### src/rtl/seqdet_frame_ctrl.sv
// Frame controller for a bit-serial 1101 detector: serializes words MSB-first and reports per-frame match counts.
// Optional feature: define SEQDET_CNT_SAT_EN to make the match counter saturate instead of wrap.
module seqdet_frame_ctrl #(
   parameter int DATA_W = 8,
   parameter int CNT_W  = 8
) (
   input  logic              clk,
   input  logic              rst_n,
   input  logic              s_valid,
   input  logic [DATA_W-1:0] s_data,
   input  logic              s_last,
   output logic              s_ready,
   output logic              det_rst,
   output logic              det_in,
   input  logic              det_y,
   output logic              m_valid,
   output logic [CNT_W-1:0]  m_count,
   input  logic              m_ready,
   output logic              busy
);

   localparam int BIT_W = (DATA_W > 1) ? $clog2(DATA_W) : 1;
   localparam logic [BIT_W-1:0] LAST_BIT = BIT_W'(DATA_W - 1);

   localparam logic [1:0] ST_IDLE   = 2'd0;
   localparam logic [1:0] ST_SHIFT  = 2'd1;
   localparam logic [1:0] ST_WAIT   = 2'd2;
   localparam logic [1:0] ST_REPORT = 2'd3;

   logic [1:0]        state_q,   state_d;
   logic [DATA_W-1:0] shift_q,   shift_d;
   logic [BIT_W-1:0]  bit_cnt_q, bit_cnt_d;
   logic              last_q,    last_d;
   logic [CNT_W-1:0]  cnt_q,     cnt_d;

   logic              in_shift;
   logic              last_bit;
   logic              s_fire;
   logic              m_fire;
   logic [CNT_W-1:0]  cnt_plus;

   // Every output is a decode of registered state, so det_in never depends on det_y.
   always_comb begin
      in_shift = (state_q == ST_SHIFT);
      last_bit = in_shift && (bit_cnt_q == LAST_BIT);
      s_ready  = (state_q == ST_IDLE) || (state_q == ST_WAIT) || (last_bit && !last_q);
      det_rst  = !in_shift;
      det_in   = in_shift && shift_q[DATA_W-1];
      m_valid  = (state_q == ST_REPORT);
      m_count  = m_valid ? cnt_q : '0;
      busy     = (state_q != ST_IDLE);
      s_fire   = s_valid && s_ready;
      m_fire   = m_valid && m_ready;
   end

   always_comb begin
`ifdef SEQDET_CNT_SAT_EN
      cnt_plus = (&cnt_q) ? cnt_q : cnt_q + CNT_W'(1);
`else
      cnt_plus = cnt_q + CNT_W'(1);
`endif
   end

   always_comb begin
      // NOTE: every _d gets a default first so no path through the case infers a latch.
      state_d   = state_q;
      shift_d   = shift_q;
      bit_cnt_d = bit_cnt_q;
      last_d    = last_q;
      cnt_d     = cnt_q;

      case (state_q)
         ST_IDLE, ST_WAIT: begin
            if (s_fire) begin
               shift_d   = s_data;
               last_d    = s_last;
               bit_cnt_d = '0;
               state_d   = ST_SHIFT;
            end
         end
         ST_SHIFT: begin
            if (det_y) begin
               cnt_d = cnt_plus;
            end
            shift_d   = {shift_q[DATA_W-2:0], 1'b0};
            bit_cnt_d = bit_cnt_q + BIT_W'(1);
            if (last_bit) begin
               // Reloading here keeps the detector running, so matches may span words.
               if (s_fire) begin
                  shift_d   = s_data;
                  last_d    = s_last;
                  bit_cnt_d = '0;
               end else if (last_q) begin
                  state_d = ST_REPORT;
               end else begin
                  state_d = ST_WAIT;
               end
            end
         end
         ST_REPORT: begin
            if (m_fire) begin
               cnt_d   = '0;
               state_d = ST_IDLE;
            end
         end
         default: state_d = ST_IDLE;
      endcase
   end

   always_ff @(posedge clk or negedge rst_n) begin
      if (!rst_n) begin
         state_q   <= ST_IDLE;
         shift_q   <= '0;
         bit_cnt_q <= '0;
         last_q    <= 1'b0;
         cnt_q     <= '0;
      end else begin
         // NOTE: non-blocking assignments so every flop samples pre-edge values.
         state_q   <= state_d;
         shift_q   <= shift_d;
         bit_cnt_q <= bit_cnt_d;
         last_q    <= last_d;
         cnt_q     <= cnt_d;
      end
   end

endmodule
### config.mk
export PLATFORM = sky130hd
export DESIGN_NAME = seqdet_frame_ctrl
export DESIGN_NICKNAME = d
export VERILOG_FILES = /design/src/rtl/seqdet_frame_ctrl.sv
export SDC_FILE = /design/constraint.sdc
export NUM_CORES = 1
export LEC_CHECK = 0
export ABC_AREA = 1
export CAP_MARGIN = 0
export CORE_MARGIN = 4
export CORE_UTILIZATION = 49
export DETAILED_ROUTE_END_ITERATION = 10
export GPL_ROUTABILITY_DRIVEN = 0
export PLACE_DENSITY = 0.81
export SETUP_SLACK_MARGIN = 0.4
export SYNTH_ARGS = -nofsm -noshare
export SYNTH_HDL_FRONTEND = slang
export SYNTH_SLANG_ARGS = --single-unit
### constraint.sdc
create_clock -name clk -period 1.75 [get_ports clk]
set_input_delay 0.2625 -clock clk [delete_from_list [all_inputs] [get_ports clk]]
set_output_delay 0.2625 -clock clk [all_outputs]
set_load 0.01 [all_outputs]
## After elaboration in Yosys (flattened, before gate mapping)

Cells that the tools add are included.

| word-level totals | value |
|---|---|
| register bits | 22 |
| input port bits | 14 |
| logic and storage cells | 55 |

| operators by class | value |
|---|---|
| $add $sub $neg | 2 |
| equality and inequality tests | 9 |
| multiplexer cells | 21 |
| reductions and logical operators | 18 |

Operators with widths:

| operator | count |
|---|---|
| 2-to-1 mux 8 bit | 6 |
| case mux 8 bit (2 select lines) | 2 |
| 2-to-1 mux 3 bit | 3 |
| adder 8 x 1 -> 8 bit (second input constant) | 1 |
| 2-to-1 mux 2 bit | 4 |
| inequality test 2 bit (second input constant) | 3 |
| case mux 2 bit (3 select lines) | 1 |
| case mux 3 bit (2 select lines) | 1 |
| nonzero test 2 bit | 3 |
| logical AND 1 bit | 5 |
| == test 2 bit (second input constant) | 2 |
| inequality test 2 x 1 -> 1 bit (second input constant) | 2 |
| AND reduction 2 bit | 2 |
| AND reduction 4 bit | 1 |
| adder 3 x 1 -> 3 bit (second input constant) | 1 |
| == test 3 bit (second input constant) | 1 |
| 2-to-1 mux 1 bit | 3 |
| AND reduction 3 bit | 1 |
| == test 2 x 1 -> 1 bit (second input constant) | 1 |
| zero test 1 bit | 2 |
| zero test 2 bit | 1 |
| logical OR 1 bit | 2 |
| case mux 1 bit (2 select lines) | 1 |
| OR reduction 2 bit | 1 |

## Logic depth before layout (Yosys ltp)

| logic depth | value |
|---|---|
| word-level depth | 8 |
| mapped depth | 8 |
| depth with buffers taken out | 8 |

## Least setup slack after synthesis

No wires, ideal clock.

| path | value |
|---|---|
| kind | register -> register |
| start point | register bit_cnt_q[0] |
| end point | register shift_q[1] |
| setup time | 77 ps |
| data arrival time | 1225 ps |
| required time | 1673 ps |
| setup slack | 448 ps |
| stages on the path, launching flop included | 8 |
| buffers on the path | 0 |
| period minus slack after synthesis | 1302 ps |
| cell sequence | dfrtp_1 ha_1 ha_1 nand3_1 nand2_2 clkinv_2 nand2_1 a21oi_1 |

| on the way | value |
|---|---|
| cells in the longest elaborated chain, start to end | 8 |
| elaborated cells on any way between the ends | 10 |
| those cells by class | eq/ne (2); mux (3); reduce/logical (5) |

Ends and longest elaborated chain:

| item | RTL line | RTL |
|---|---|---|
| from (decl) | 32 | `logic [BIT_W-1:0] bit_cnt_q, bit_cnt_d;` |
| from (signal assigned) | 121 | `bit_cnt_q <= bit_cnt_d;` |
| == test 3 bit * | 45 | `last_bit = in_shift && (bit_cnt_q == LAST_BIT);` |
| logical AND 1 bit * | 45 |  |
| logical AND 1 bit | 46 | `s_ready = (state_q == ST_IDLE) \|\| (state_q == ST_WAIT) \|\| (last_bit && !last_q);` |
| logical OR 1 bit | 46 |  |
| logical AND 1 bit | 52 | `s_fire = s_valid && s_ready;` |
| 2-to-1 mux 8 bit | 89 | `if (s_fire) begin` |
| 2-to-1 mux 8 bit | 87 | `if (last_bit) begin` |
| case mux 8 bit (2 select lines) | 72 | `case (state_q)` |
| to (signal assigned) | 120 | `shift_q <= shift_d;` |
| to (decl) | 31 | `logic [DATA_W-1:0] shift_q, shift_d;` |

Mark *: on every way between the ends. The rest lies on a longest branch, timed or not.
A chain may end at the register's enable or synchronous reset.

## Worst setup path in the final report

| path | value |
|---|---|
| start point | register bit_cnt_q[1] |
| end point | output s_ready |

| on the way | value |
|---|---|
| cells in the longest elaborated chain, start to end | 4 |

Ends and longest elaborated chain:

| item | RTL line | RTL |
|---|---|---|
| == test 3 bit | 45 |  |
| logical AND 1 bit | 45 |  |
| logical AND 1 bit | 46 |  |
| logical OR 1 bit | 46 |  |
| to (decl) | 12 | `output logic s_ready,` |

Every way passes these cells.

==> key figures <==
Status
  – Status: finished, violations left
  – Failing checks: setup timing

Power
  – Max IR drop VDD: 1600 µV
  – Switching power: 2.06 mW
  – Comb pwr share: 66.9%
  – Clk pwr share: 10.1%
  – PwrDens: 1880 nW/µm²
  – Seq pwr share: 23.0%
  – Leakage power: 1.01 nW
  – P_int: 2.18 mW
  – Switching Share: 48.6%

Global route
  – Met1 Usage GRT: 23.9%
  – Vias in the first global route: 1353
  – Global routing's busiest layer: met2
  – Initial antenna violation count: 0
  – Largest net degree at the start of global routing: 23
  – Met2 Use GR: 43.5%
  – Grt ovf: 0
  – Tot GR Track Use: 22.9%
  – M3 GR Usage: 3.29%
  – First-pass GRT wire length: 6010 µm

Floorplanning
  – Die area: 3410 µm²
  – # rows: 17
  – Initial Util: 53.6%
  – Die width: 58.4 µm
  – Die Ht: 58.4 µm
  – IO Pins: 27
  – Area of the core: 2320 µm²

Finish
  – Number of fill cells in the layout: 31
  – Nets: 243
  – Share of layout cells above drive strength 1: 52.4%
  – Area growth syn-to-layout: 82.0%
  – Number of diodes: 0
  – Post-layout instance area: 2260 µm²
  – Fin util: 97.6%

Yosys
  – Post-synthesis cell area: 1240 µm²
  – Syn Inst Count: 167
  – Syn Nets: 184
  – #FFs+latches synth: 22
  – Mapped Avg Cell Area: 7.45 µm²
  – Distinct cells, synth: 18
  – Post-synthesis sequential area ratio: 44.3%
  – Ys Warns: 0

Timing
  – Clk_skew: 0.0167 ns
  – Slew Limit Fails: 0
  – Fin crit period: 1.79 ns
  – Final period utilization: 102%
  – Fin. Hold Viols: 0
  – Max-slew headroom: 71.4%
  – Slew @ Worst Pin: 0.425 ns
  – # setup viols final: 1
  – Setup ws final: -0.0434 ns
  – Setup TNS: -0.0434 ns
  – RSZ-0062 raised after global routing: yes
  – F_max: 0.558 GHz

Critical path
  – CP Launch Type: flop
  – CP Data Arrival Time: 1.53 ns
  – Crit Path Max Fanout: 2
  – Crit end category: output port
  – CP required: 1.49 ns
  – WS Path Type: flop to output port

Drt
  – Post-route DRC: 0
  – Post-Route WL: 5980 µm
  – Detailed-route wire length per cell: 23.7 µm
  – First-pass DRT Iterations: 6
  – Via/cell ratio: 6.52
  – Routed Antenna Nets: 0
  – Via count: 1650
  – DRT iter0 DRCs: 144

Placement
  – Post-Place Setup Slack: -0.0143 ns
  – Port bufs: 26
  – DP Area: 1550 µm²
  – Post-DP HPWL: 2070 µm

Clocking
  – Worst-skew pair later-pin latency: 0.34 ns
  – Root Buffer: clkbuf_4
  – # H-tree levels: 1
  – CTS buffer count: 3
  – Worst-case clock buffer depth: 2
  – Clk sinks: 22
  – Clock-pin slew on the worst setup and hold paths: 0.16 ns
  – CTS tree: built

Worst hold path
  – Hold Path Class: input port to asynchronous set/reset pin

Run
  – Max Cap Viol: 0
==> metrics by stage <==
stage	cells	hold slack [ns]	power, mW
after detailed placement	223	0.498	2.10
after global routing	253	0.306	4.41
final	253	0.277	4.24
after floorplan	167	-0.0331	1.70
after CTS	241	0.285	2.89
after global placement	223	0.487	2.05
==> timing repair <==
action                                 4_1_cts  5_1_grt
hold buffers                                 0        0
setup buffers                               12       10
gates cloned                                 2        2
setup endpoints to repair                   33       34
pin swaps                                    7       22
endpoints found under the hold margin        0        0
gates resized for setup                     75      108
==> layout make-up <==
class                           instances  area [µm²]  area share (%)
Clock buffer                            3        22.5           0.995
Clock inverter                          1        30.0            1.33
Inverter                               17        91.3            4.04
Multi-Input combinational cell        128         973            43.0
Sequential cell                        22         553            24.4
Tap cell                               28        35.0            1.55
Timing Repair Buffer                   53         542            23.9
Timing Repair inverter                  1        16.3           0.719
==> cells in the mapped netlist <==
cell,count,share of area [%]
ha_1,3,3.0
buf_6,2,1.8
nand4_1,4,2.0
dfrtp_1,22,44
nand3_1,17,6.8
inv_1,14,4.2
nand2_1,44,13
nand2_4,1,0.91
nand2_2,5,2.5
o21ai_0,7,2.8
a21oi_1,10,4.0
a21boi_1,1,0.60
inv_2,2,0.60
a21boi_0,6,3.6
nor2_4,1,0.91
clkbuf_1,1,0.30
nor2_1,26,7.8
clkinv_2,1,0.40
==> flip-flops by register name, indices dropped and copies added (netlist names) <==
register   cells
cnt_q          8
last_q         1
shift_q        8
bit_cnt_q      3
state_q        2
==> metal layers <==
layer  up-vias  wire length (µm)
met5         -                 0
met4         0               563
met3        56               602
met1       768              2020
li1        660                 -
met2       166              2800
==> layout by cell type (no fill, tap or decap) <==
master	instances
nand3_2	4
nand2_1	27
o21ai_1	1
ha_2	1
a21oi_2	9
nor2_4	11
ha_1	1
inv_2	1
dfrtp_1	20
clkdlybuf4s50_1	13
nand4_1	4
nand3_1	12
buf_6	21
o21ai_2	1
o21ai_0	5
a21oi_1	1
clkinv_8	2
nor2_2	4
nand2_8	5
a21boi_2	7
nor2_1	12
clkbuf_4	3
ha_4	1
buf_2	2
dfrtp_2	2
inv_6	2
nand2_4	10
bufinv_16	1
buf_12	3
inv_1	11
inv_4	2
nand2_2	11
buf_4	14
nand3_4	1
==> power by group through the flow <==
stage                     registers (mW)  logic [mW]  clock network (mW)
after detailed placement           0.886        1.22                   0
after CTS                          0.880        1.61               0.398
final                              0.978        2.84               0.427
after floorplan                    0.857       0.841                   0
after global routing               0.988        2.99               0.432
after global placement             0.875        1.17                   0
==> critical path, cell delays in order (launching register included) <==
cell,delay [ns]
dfrtp_1,0.41
ha_2,0.21
ha_4,0.14
inv_2,0.04
nor2_2,0.11
nand2_1,0.08
nand2_2,0.10
buf_6,0.12
==> final timing paths <==
path                                          start                      to  slack (ns)  cells past startpoint
setup / recovery           bit_cnt_q[1]$_DFFE_PN0P_                 s_ready       -0.04                      7
hold / removal                                rst_n    cnt_q[0]$_DFFE_PN0P_        0.28                      2
setup reg to reg           bit_cnt_q[1]$_DFFE_PN0P_  shift_q[0]$_DFFE_PN0P_        0.10                      9
hold reg to reg              shift_q[2]$_DFFE_PN0P_  shift_q[3]$_DFFE_PN0P_        0.58                      2
max in group asynchronous                     rst_n  state_q[1]$_DFFE_PN0P_        1.23                      2
min in group clk                             s_last      last_q$_DFFE_PN0P_        0.54                      3
==> cells by family after synthesis <==
group / synth area share (%)
flip-flops: 44.3
buffers and inverters: 7.34
AND/OR/NAND/NOR: 34.3
adder cells (fa/ha/maj): 3.02
AO/OA/AOI/OAI: 11.1
No activity file was read; power rests on OpenSTA's default activity.
